File: config.mk
export PLATFORM = sky130hd
export DESIGN_NAME = instruction_fetch_flat
export DESIGN_NICKNAME = d
export VERILOG_FILES = /design/src/rtl/instruction_fetch_if.sv /design/src/rtl/instruction_fetch.sv /design/src/flat_wrapper.sv
export SDC_FILE = /design/constraint.sdc
export NUM_CORES = 1
export LEC_CHECK = 0
export CORE_UTILIZATION = 50
export DETAILED_ROUTE_END_ITERATION = 10
export PLACE_DENSITY = 0.88
export REMOVE_ABC_BUFFERS = 1
export SLEW_MARGIN = 20
export SYNTH_ARGS = -nofsm -noshare
export SYNTH_HDL_FRONTEND = slang
export SYNTH_SLANG_ARGS = --single-unit
File: constraint.sdc
create_clock -name clock -period 3.8 [get_ports clock]
set_clock_uncertainty 0.15 [all_clocks]
set_input_delay 0.76 -clock clock [delete_from_list [all_inputs] [get_ports clock]]
set_output_delay 0.76 -clock clock [all_outputs]
set_load 0.01 [all_outputs]
File: src/rtl/instruction_fetch_if.sv
// Fetch-stage bus: program ROM address/data, execute redirect, and the decode handshake.
interface instruction_fetch_if #(
  parameter int unsigned ADDR_WIDTH = 11,
  parameter int unsigned DATA_WIDTH = 16
);
  logic                  fetch_enable;
  logic [ADDR_WIDTH-1:0] mem_addr;
  logic [DATA_WIDTH-1:0] mem_data;
  logic                  redirect_valid;
  logic [ADDR_WIDTH-1:0] redirect_target;
  logic                  out_valid;
  logic                  out_ready;
  logic [DATA_WIDTH-1:0] out_instr;
  logic [ADDR_WIDTH-1:0] out_pc;

  modport master (
    input  fetch_enable, mem_data, redirect_valid, redirect_target, out_ready,
    output mem_addr, out_valid, out_instr, out_pc
  );

  modport slave (
    output fetch_enable, mem_data, redirect_valid, redirect_target, out_ready,
    input  mem_addr, out_valid, out_instr, out_pc
  );
endinterface

File: src/rtl/instruction_fetch.sv
// Fetch stage: PC, one in-flight ROM read, 2-entry {pc, instr} queue toward decode, redirects.
module instruction_fetch #(
  parameter int unsigned         ADDR_WIDTH   = 11,
  parameter int unsigned         DATA_WIDTH   = 16,
  parameter logic [ADDR_WIDTH-1:0] RESET_VECTOR = '0
) (
  input  logic               clock,
  input  logic               reset_n,
  instruction_fetch_if.master bus
);

  logic [ADDR_WIDTH-1:0] pc;
  logic [ADDR_WIDTH-1:0] fetch_addr;
  logic                  inflight;
  logic [ADDR_WIDTH-1:0] inflight_pc;
  logic [1:0]            count;
  logic [ADDR_WIDTH-1:0] head_pc;
  logic [DATA_WIDTH-1:0] head_instr;
  logic [ADDR_WIDTH-1:0] tail_pc;
  logic [DATA_WIDTH-1:0] tail_instr;
  logic                  pop;
  logic                  push;
  logic                  issue;

  always_comb begin
    pop   = (count != 2'd0) && bus.out_ready;
    push  = inflight && !bus.redirect_valid;
    // count + inflight - pop <= 1 keeps room for every word already requested
    issue = bus.redirect_valid ||
            (bus.fetch_enable &&
             (({1'b0, count} + {2'b00, inflight}) <= (3'd1 + {2'b00, pop})));
    if (!reset_n) begin
      fetch_addr = RESET_VECTOR;
    end else if (bus.redirect_valid) begin
      fetch_addr = bus.redirect_target;
    end else begin
      fetch_addr = pc;
    end
  end

  assign bus.mem_addr  = fetch_addr;
  assign bus.out_valid = (count != 2'd0);
  assign bus.out_instr = head_instr;
  assign bus.out_pc    = head_pc;

  always_ff @(posedge clock or negedge reset_n) begin
    if (!reset_n) begin
      pc          <= RESET_VECTOR;
      inflight    <= 1'b0;
      inflight_pc <= '0;
      count       <= 2'd0;
      head_pc     <= '0;
      head_instr  <= '0;
      tail_pc     <= '0;
      tail_instr  <= '0;
    end else begin
      if (issue) begin
        inflight    <= 1'b1;
        inflight_pc <= fetch_addr;
        pc          <= fetch_addr + ADDR_WIDTH'(1);
      end else begin
        inflight    <= 1'b0;
      end

      // A redirect drops the queue and the word returning this cycle
      if (bus.redirect_valid) begin
        count <= 2'd0;
      end else begin
        case (count)
          2'd0: begin
            if (push) begin
              head_pc    <= inflight_pc;
              head_instr <= bus.mem_data;
              count      <= 2'd1;
            end
          end
          2'd1: begin
            if (push && pop) begin
              head_pc    <= inflight_pc;
              head_instr <= bus.mem_data;
            end else if (push) begin
              tail_pc    <= inflight_pc;
              tail_instr <= bus.mem_data;
              count      <= 2'd2;
            end else if (pop) begin
              count      <= 2'd0;
            end
          end
          2'd2: begin
            if (pop) begin
              head_pc    <= tail_pc;
              head_instr <= tail_instr;
              if (push) begin
                tail_pc    <= inflight_pc;
                tail_instr <= bus.mem_data;
              end else begin
                count      <= 2'd1;
              end
            end
          end
          default: count <= 2'd0;
        endcase
      end
    end
  end

endmodule

File: src/flat_wrapper.sv
// flat-port wrapper written by rule: the top's interface ports become plain ports
module instruction_fetch_flat 
#(
  parameter int unsigned         ADDR_WIDTH   = 11,
  parameter int unsigned         DATA_WIDTH   = 16,
  parameter logic [ADDR_WIDTH-1:0] RESET_VECTOR = '0
)
  (clock, reset_n, bus_fetch_enable, bus_mem_data, bus_redirect_valid, bus_redirect_target, bus_out_ready, bus_mem_addr, bus_out_valid, bus_out_instr, bus_out_pc);
  instruction_fetch_if #(.ADDR_WIDTH(ADDR_WIDTH), .DATA_WIDTH(DATA_WIDTH)) bus_i ();
  input  logic clock;
  input  logic reset_n;
  input wire logic [$bits(bus_i.fetch_enable)-1:0] bus_fetch_enable;
  input wire logic [$bits(bus_i.mem_data)-1:0] bus_mem_data;
  input wire logic [$bits(bus_i.redirect_valid)-1:0] bus_redirect_valid;
  input wire logic [$bits(bus_i.redirect_target)-1:0] bus_redirect_target;
  input wire logic [$bits(bus_i.out_ready)-1:0] bus_out_ready;
  output wire logic [$bits(bus_i.mem_addr)-1:0] bus_mem_addr;
  output wire logic [$bits(bus_i.out_valid)-1:0] bus_out_valid;
  output wire logic [$bits(bus_i.out_instr)-1:0] bus_out_instr;
  output wire logic [$bits(bus_i.out_pc)-1:0] bus_out_pc;
  assign bus_i.fetch_enable = bus_fetch_enable;
  assign bus_i.mem_data = bus_mem_data;
  assign bus_i.redirect_valid = bus_redirect_valid;
  assign bus_i.redirect_target = bus_redirect_target;
  assign bus_i.out_ready = bus_out_ready;
  assign bus_mem_addr = bus_i.mem_addr;
  assign bus_out_valid = bus_i.out_valid;
  assign bus_out_instr = bus_i.out_instr;
  assign bus_out_pc = bus_i.out_pc;
  instruction_fetch #(.ADDR_WIDTH(ADDR_WIDTH), .DATA_WIDTH(DATA_WIDTH), .RESET_VECTOR(RESET_VECTOR)) u_core (.clock(clock), .reset_n(reset_n), .bus(bus_i));
endmodule
==> impl_metrics.yaml, run 1 <==
power:
  power_density_nw_per_um2: 737
  power.total_mw: 3.55
  irDropWorstVdd_mv: 0.231
  p_leak_nw: 2.16
route:
  via_per_inst: 5.30
  drtPass1Iterations: 4
  drt_iter0_markers: 168
  wl_per_cell_um: 14.8
  drc_errors: 0
  ant_nets: 0
  wl_um: 7940
  via_count: 2845
cts:
  cts_resized: 0
  cts_tree: "done"
  postCtsSetupRepairBufs: 0
  cts_buffers: 9
  clkTransAtPathRegs_ps: 80
  postCtsHoldBufs: 0
  clkLatencyLatePin_ps: 350
  h-tree-depth: 3
  cts_sinks: 79
  clockBufferDepth: 2
  cts_root_buffer: "clkbuf_8"
run:
  max_cap_viol_count: 0
global_route:
  grt_pass1_vias: 2687
  track_usage_pct: 21.4
  antenna_found_initial: 0
  grt_overflow: 0
  grt_max_degree: 64
  grt_pass1_wl_um: 13000
synth:
  ys_seq_area_share_pct: 51.9
  ys.warnings.count: 0
  ys_types: 44
  ys_async_sr_fraction_pct: 100
  synth_seq_cells: 79
  postSynthCellCount: 365
  syn_area_per_cell_um2: 10.4
  synthFlopType: "dfrtp_1"
  synth-edff-count: 0
  netlist_area_um2: 3810
critical_path:
  worstPathMaxFanout: 19
  crit_buf_inv: 4
  criticalPathCategory: "in -> out"
  cp.arrival_ps: 2530
  max_stage_delay_ps: 490
  cp-start-kind: "input pin"
  required_ps: 2890
  path_cells: "clkdlybuf4s50_1, buf_4, mux2_1, nand2_1, inv_1, clkdlybuf4s50_1"
  worst_setup_path_end_kind: "output port"
  crit_slowest_cell: "clkdlybuf4s50_1"
  cp_common_cell: "clkdlybuf4s50_1"
  path_delay_family: "buffers and inverters"
finish:
  fillers: 574
  antennaDiodeCount: 0
  multi_input_area_um2: 1690
  fin_cells: 537
  drive_gt1_share_pct: 13.0
  synthToLayoutAreaGrowth_pct: 26.5
  fin_nets: 470
  ff_latch_area_um2: 1980
timing:
  hold_viol: 0
  layout_min_cycle_time_ps: 3440
  max_slew_margin_pct: 48.7
  period_share_pct: 90.6
  tightest_slew_ps: 770
  worst_slack_ps: 356
  fmax_mhz: 290
  setup_viol: 0
  slew_violations: 0
  rsz0062_at_grt: "false"
worst_hold_path:
  hold_path.class: "in -> async"
floorplanning:
  die-area_um2: 7980
  fp.dieH_um: 89.3
  io_pins: 71
  num_rows: 31
  fp.coreArea_um2: 7290
  die_w_um: 89.3
  initial_core_util_pct: 52.3
placement:
  gp_congestion: 0.831
  place_ws_ps: 377
  io_buffers: 70
  hpwlAfterDp_um: 5420
  dp.cells: 521
outcome:
  status: "completed"
[cells by family (layout without fill, tap and decap cells)]
group           Yosys count  in the layout  share of synthesized area (%)
compound gates           54             54                           8.80
xor+xnor                  8              8                           1.84
fa+ha+maj                 5              5                           1.84
buf+inv                  30            103                           4.04
flops                    79             79                           51.9
mux                      45             45                           15.0
simple gates            144            144                           16.6
[per-stage QoR]
step | util, % | hold slack [ps] | TNS [ps] | instance area, um^2
2_1_floorplan | - | 298 | -3630 | 3690
3_3_place_gp | 62.8 | 315 | 0 | 4580
3_5_place_dp | 62.8 | 327 | 0 | 4580
4_1_cts | 66.1 | 161 | 0 | 4820
5_1_grt | 66.1 | 173 | 0 | 4820
6_report | 66.1 | 167 | 0 | 4820
[final cells by class]
| cell class | count | share of cell area [%] |
|---|---|---|
| well taps | 99 | 2.57 |
| multi-input cells | 256 | 35.1 |
| clock buffers | 12 | 3.43 |
| clock inverters | 4 | 1.58 |
| flip-flops and latches | 79 | 41.0 |
| inverters | 10 | 0.779 |
| repair buffers | 77 | 15.6 |
[Yosys cell counts (2+ instances only)]
library cell  count  area share (%)
dfrtp_1          79              52
nand2_1          78             7.7
nor2_1           36             3.5
a31oi_1          27             4.4
mux2_4           20             7.9
mux2_1           12             3.5
buf_2             9             1.2
inv_1             9            0.89
nor2b_1           9             1.5
o21ai_1           9             1.2
mux2i_1           7             1.8
xnor2_1           7             1.6
clkbuf_1          6            0.59
mux2_2            6             1.8
o21ai_0           6            0.79
a21oi_1           5            0.66
ha_1              4             1.3
buf_6             3            0.89
nand3_1           3            0.39
nor3_1            3            0.39
and3_1            2            0.33
and3b_1           2            0.46
buf_4             2            0.39
[sequential cells by signal, summed over array words and instances (netlist names)]
register,cells
u_core.bus.out_instr,16
u_core.bus.out_pc,11
u_core.count,2
u_core.inflight,1
u_core.inflight_pc,11
u_core.pc,11
u_core.tail_instr,16
u_core.tail_pc,11
[metal layers]
layer  part of all wire, %  up-vias  global-route usage (%)
met1                    47     1372                    30.8
met2                    46       84                    32.8
met5                     0        -                       0
li1                      -     1380                       -
met3                   5.7        9                    4.62
met4                  0.99        0                    6.35
[worst paths after layout]
kind / start / end / slack [ps] / cells past startpoint
max: bus_redirect_valid / bus_mem_addr[2] / 360 / 6
min: reset_n / u_core.inflight_pc[9] / 170 / 1
max reg2reg: u_core.count[1] / u_core.pc[10] / 910 / 8
min reg2reg: u_core.pc[2] / u_core.pc[2] / 340 / 2
max in group asynchronous: reset_n / u_core.tail_instr[4] / 2240 / 2
min in group clock: u_core.pc[2] / u_core.pc[2] / 340 / 2
[worst reg2reg max path: cells and delay by family (launching register included)]
family / cells / cell delay [ps]
AO/OA/AOI/OAI: 1 / 390
adder cells (fa/ha/maj): 1 / 480
buffers and inverters: 1 / 310
flip-flops: 1 / 480
multiplexers: 1 / 120
AND/OR/NAND/NOR: 4 / 840
[power by group]
part	switching, mW	leakage [nW]	internal, mW
registers	0.238	0.968	1.22
logic	0.637	1.07	0.744
clock network	0.296	0.119	0.425
total	1.17	2.16	2.38
[cells in the final DEF, fill, tap and decap left out, drive strengths merged, types with 3 or more instances in the layout]
cell type,Yosys,final
a21oi,6,6
a31oi,27,27
buf,14,8
clkbuf,6,12
clkdlybuf4s50,0,69
dfrtp,79,79
ha,4,4
inv,10,10
mux2,38,38
mux2i,7,7
nand2,78,78
nand3,3,3
nor2,36,36
nor2b,9,9
nor3,3,3
o21ai,15,15
xnor2,7,7
No activity file was read; power rests on OpenSTA's default activity.
==> run 2, diff against run 1 <==
--- a/config.mk
+++ b/config.mk
@@ -7,7 +7,7 @@
 export LEC_CHECK = 0
 export CORE_UTILIZATION = 50
 export DETAILED_ROUTE_END_ITERATION = 10
-export PLACE_DENSITY = 0.88
+export PLACE_DENSITY = 0.77
 export REMOVE_ABC_BUFFERS = 1
 export SLEW_MARGIN = 20
 export SYNTH_ARGS = -nofsm -noshare
==> impl_metrics.yaml, run 2 (synthesis gave the netlist of run 1 again) <==
finish:
  final_common_cell: "dfrtp_1"
  fin_cells: 538
  ff_latch_area_um2: 1980
  drive_gt1_share_pct: 13.0
  antennaDiodeCount: 0
  layout_common_cells: "79 x dfrtp_1, 78 x nand2_1, 69 x clkdlybuf4s50_1, 36 x nor2_1, 27 x a31oi_1"
  synthToLayoutAreaGrowth_pct: 25.9
  fin_nets: 471
  fillers: 612
  multi_input_area_um2: 1690
global_route:
  grt_pass1_wl_um: 13100
  antenna_found_initial: 0
  grt_max_degree: 62
  grt_overflow: 0
  track_usage_pct: 21.7
  grt_pass1_vias: 2712
route:
  drt_iter0_markers: 147
  via_per_inst: 5.33
  wl_per_cell_um: 14.8
  via_count: 2868
  wl_um: 7950
  drc_errors: 0
  drtPass1Iterations: 4
  ant_nets: 0
critical_path:
  cp_common_cell: "clkdlybuf4s50_1"
  cp.arrival_ps: 2510
  crit_slowest_cell: "clkdlybuf4s50_1"
  worstPathMaxFanout: 19
  worst_setup_path_end_kind: "output port"
  cp-start-kind: "input pin"
  required_ps: 2890
  max_stage_delay_ps: 480
  path_cells: "clkdlybuf4s50_1, buf_4, mux2_1, nand2_1, inv_1, clkdlybuf4s50_1"
  path_delay_family: "buffers and inverters"
  criticalPathCategory: "in -> out"
  crit_buf_inv: 4
cts:
  cts_resized: 0
  postCtsSetupRepairBufs: 0
  clkTransAtPathRegs_ps: 80
  cts_root_buffer: "clkbuf_8"
  postCtsHoldBufs: 0
  h-tree-depth: 3
  clockBufferDepth: 2
  cts_buffers: 9
  clkLatencyLatePin_ps: 340
  cts_sinks: 79
  cts_tree: "done"
placement:
  hpwlAfterDp_um: 5240
  io_buffers: 70
  gp_congestion: 0.774
  dp.cells: 522
timing:
  tightest_slew_ps: 985
  fmax_mhz: 292
  period_share_pct: 90.0
  hold_viol: 0
  layout_min_cycle_time_ps: 3420
  setup_viol: 0
  max_slew_margin_pct: 34.3
  slew_violations: 0
  rsz0062_at_grt: "false"
  setup_tns_ps: 0
floorplanning:
  fp.dieH_um: 89.3
  io_pins: 71
  num_rows: 31
  initial_core_util_pct: 52.3
  die_w_um: 89.3
  die-area_um2: 7980
  fp.coreArea_um2: 7290
power:
  power_frac_comb_pct: 39.4
  p_leak_nw: 2.15
  power_density_nw_per_um2: 728
  p_int_mw: 2.33
  p_switching_mw: 1.16
  seqPwrFrac_pct: 41.5
  pwr-share-clk_pct: 19.1
  p_sw_share_pct: 33.2
  irDropWorstVdd_mv: 0.280
worst_hold_path:
  hold_path.class: "in -> async"
run:
  max_cap_viol_count: 0
outcome:
  status: "completed"
[run 2: area by class of cell]
cell class,count,share of cell area [%]
clock buffer,10,2.66
clock inverter,6,1.77
timing repair buffer,78,15.8
tap,99,2.58
inverter,10,0.782
sequential,79,41.2
multi-input combinational,256,35.2
[run 2: metal layers]
layer | part of all wire, % | up-vias | global-route usage (%)
li1 | - | 1381 | -
met1 | 47 | 1407 | 30.8
met2 | 47 | 69 | 33.3
met3 | 4.4 | 11 | 4.52
met4 | 1.4 | 0 | 7.22
met5 | 0 | - | 0
[run 2: final timing paths]
check / start / end / slack, ps / depth (start not counted)
worst max-delay path: bus_redirect_valid / bus_mem_addr[2] / 380 / 6
worst min-delay path: reset_n / u_core.inflight_pc[8] / 180 / 1
worst max register to register: u_core.count[1] / u_core.pc[10] / 910 / 8
worst min register to register: u_core.pc[9] / u_core.pc[9] / 340 / 2
max in group asynchronous: reset_n / u_core.bus.out_instr[5] / 2250 / 2
min in group clock: u_core.pc[9] / u_core.pc[9] / 340 / 2
[run 2: power groups by stage]
stage	registers, mW	clock network [mW]	logic [mW]
floorplan	1.48	0	0.750
global placement	1.44	0	1.35
finish	1.45	0.668	1.38
global route	1.50	0.721	1.52
detailed placement	1.46	0	1.38
CTS	1.45	0.684	1.39
[run 2: stage by stage]
step                      total power [mW]  hold slack, ps  utilization [%]  worst slack [ps]  cell area, um^2
after global routing                  3.75             190             65.8               313             4800
final                                 3.49             178             65.8               379             4800
after CTS                             3.53             178             65.8               375             4800
after floorplan                       2.23             298                -              -439             3690
after detailed placement              2.85             329             62.9               391             4580
after global placement                2.79             320             62.9               405             4580
[run 2: worst reg2reg max path, stage by stage, from the launching register on]
cell	delay [ps]
dfrtp_1	480
or2_2	340
and2_1	190
fa_1	480
o311a_1	390
nor3_2	250
buf_4	290
nor4_2	90
mux2i_1	120
==> run 3, diff against run 2 <==
--- a/config.mk
+++ b/config.mk
@@ -9,6 +9,7 @@
 export DETAILED_ROUTE_END_ITERATION = 10
 export PLACE_DENSITY = 0.77
 export REMOVE_ABC_BUFFERS = 1
+export SETUP_SLACK_MARGIN = 0.15
 export SLEW_MARGIN = 20
 export SYNTH_ARGS = -nofsm -noshare
 export SYNTH_HDL_FRONTEND = slang
==> results of run 3 <==
No change in the layout: final DEF, timing and power equal those of run 2.
==> variant (config.mk and constraints of run 2) <==
`ADDR_WIDTH` is set to 11 in 3 places; all go to 12.
--- a/src/rtl/instruction_fetch_if.sv
+++ b/src/rtl/instruction_fetch_if.sv
@@ -2,3 +2,3 @@
 interface instruction_fetch_if #(
-  parameter int unsigned ADDR_WIDTH = 11,
+  parameter int unsigned ADDR_WIDTH = 12,
   parameter int unsigned DATA_WIDTH = 16
--- a/src/rtl/instruction_fetch.sv
+++ b/src/rtl/instruction_fetch.sv
@@ -2,3 +2,3 @@
 module instruction_fetch #(
-  parameter int unsigned         ADDR_WIDTH   = 11,
+  parameter int unsigned         ADDR_WIDTH   = 12,
   parameter int unsigned         DATA_WIDTH   = 16,
--- a/src/flat_wrapper.sv
+++ b/src/flat_wrapper.sv
@@ -3,3 +3,3 @@
 #(
-  parameter int unsigned         ADDR_WIDTH   = 11,
+  parameter int unsigned         ADDR_WIDTH   = 12,
   parameter int unsigned         DATA_WIDTH   = 16,
Interface: changed (resized bus_mem_addr, bus_out_pc and bus_redirect_target); port bits go from 71 to 74. No check against the original RTL was run, so the function may have changed too.
==> variant against run 2 <==
Non-clock buffer count increased by 4. Worst hold slack gained 0.071 ns. Cell area grew 9.3%. Sequential share of layout area fell by 1.6 points. Sequential power increased by 5%. Clock power shrank 0.9%. Routed wire length is 7.8% higher. Synthesized area increased by 10%. Total power is 6.8% higher. Synthesized cell count down 7.1%. Register-to-register slack worse by 0.17 ns. Sequential cell count up 4. Setup slack worse by 0.014 ns. Largest power group is now combinational logic. Highest routed layer unchanged.
==> variant: results (changes against run 2) <==
Run status
  • Status: finished, final reports clean

Setup path
  • R2R setup slack: 0.74 ns (-0.17 ns)
  • Worst setup path end: bus_mem_addr[8]
  • CP delay by family, top: buffers and inverters
  • CP startpoint: bus_redirect_valid
  • Slowest cell on the critical path: clkdlybuf4s50_1
  • Critical-path maximum fanout: 25 (+6)
  • Reg-to-Reg End: u_core.inflight_pc[1]$_DFFE_PN0P_
  • R2r worst-path depth: 7 (-1)
  • CP max stage delay: 0.50 ns (+0.02 ns)

GRT
  • Initial antenna violation count: 0 (unchanged)
  • GR Util met2: 36.2% (+2.8 points)
  • First-pass GRT wire length: 14.3 mm (+8.7%)
  • GR Util All Layers: 21.4% (-0.23 points)
  • Met3 Use GR: 4.45% (-0.075 points)
  • Largest net degree at the start of global routing: 40 (-35%)
  • Number of global-route vias before repair: 2936 (+8.3%)
  • Grt met1 use: 27.8% (-3.0 points)

Clock tree
  • CTS H-tree depth: 3 (unchanged)
  • Post-CTS setup buffer count: 0 (unchanged)
  • Total clock buffers created by CTS: 9 (unchanged)
  • Clk Latency, worst-skew pair: 0.35 ns
  • Clock Tree Root: clkbuf_8
  • Post-cts resize count: 0 (unchanged)

Logic synthesis
  • Sequential fraction of the synthesis area: 49.4% (-2.4 points)
  • Post-synthesis cell type count: 45 (+2.3%)
  • Synth top cells by count: dfrtp_1 (83), mux2_2 (73), nand2_1 (31)
  • Yosys warning count: 0 (unchanged)
  • Top cells by area, synth: dfrtp_1 (49%), mux2_2 (20%), mux2_4 (7.9%)

Power
  • Static Leak: 0.00239 uW (+12%)
  • Sw frac: 32.0% (-1.2 points)
  • Maximum VDD drop: 0.357 mV (+27%)

Place
  • Post-DP Area: 5030 um^2 (+9.8%)
  • Port Buffers: 73 (+4.3%)
  • HPWL Detailed: 5.84 mm (+12%)
  • GPL Wtd Cong: 0.776 (+0.26%)

Detailed routing
  • Wirelength, routed: 8.57 mm (+7.8%)
  • Initial drt markers: 73 (-50%)
  • DR WL met2: 4.13 mm (+11%)
  • Highest metal used: met4
  • Met3 WL: 345 um (-0.29%)
  • Via/cell ratio: 5.37 (+0.72%)
  • Met1 wire length: 4.01 mm (+6.3%)

Finish
  • Final #Nets: 451 (-4.2%)
  • Ratio of cells with drive above 1 in the final layout: 30.4% (+17 points)
  • Antenna cells: 0 (unchanged)
  • # fillers: 659 (+7.7%)

Worst hold path
  • Hold Crit Class: in -> async

Timing
  • Max-slew headroom: 27.6% (-6.8 points)
==> variant: how the worst min path moves through the flow <==
stage                              from                       end  slack [ns]  cells after the start
6_report                        reset_n  u_core.pc[7]$_DFFE_PN0P_        0.25                      2
5_1_grt                         reset_n  u_core.pc[7]$_DFFE_PN0P_        0.24                      2
4_1_cts                         reset_n  u_core.pc[7]$_DFFE_PN0P_        0.23                      2
3_5_place_dp   u_core.pc[2]$_DFFE_PN0P_  u_core.pc[2]$_DFFE_PN0P_        0.32                      2
3_3_place_gp   u_core.pc[2]$_DFFE_PN0P_  u_core.pc[2]$_DFFE_PN0P_        0.31                      2
2_1_floorplan  u_core.pc[2]$_DFFE_PN0P_  u_core.pc[2]$_DFFE_PN0P_        0.30                      2
==> variant: cell families after synthesis <==
kind of cell,count (synthesis),share of synthesized area [%]
xor+xnor,3,0.625
fa+ha+maj,5,1.67
buf+inv,31,4.11
mux,100,28.6
flops,83,49.4
simple gates,78,9.47
compound gates,39,6.08
==> variant: layout make-up <==
cell class,count,area share (%)
sequential,83,39.6
multi-input combinational,225,37.4
timing repair buffer,82,15.7
clock buffer,10,2.63
tap,105,2.51
clock inverter,6,1.36
inverter,12,0.859
==> variant: power groups by stage <==
stage          Clock [uW]  Combinational [uW]  Sequential [uW]
2_1_floorplan           0                 889             1540
3_3_place_gp            0                1510             1510
3_5_place_dp            0                1560             1540
4_1_cts               677                1570             1520
5_1_grt               716                1690             1580
6_report              662                1550             1520
==> variant: metrics by stage <==
stage | utilization [%] | instances | setup slack [ns] | total power (uW)
after CTS | 64.1 | 523 | 0.352 | 3770
final | 64.1 | 523 | 0.365 | 3730
after global routing | 64.1 | 523 | 0.316 | 3980
after detailed placement | 61.6 | 507 | 0.223 | 3100
after floorplan | - | 320 | 0.510 | 2430
after global placement | 61.6 | 507 | 0.327 | 3020
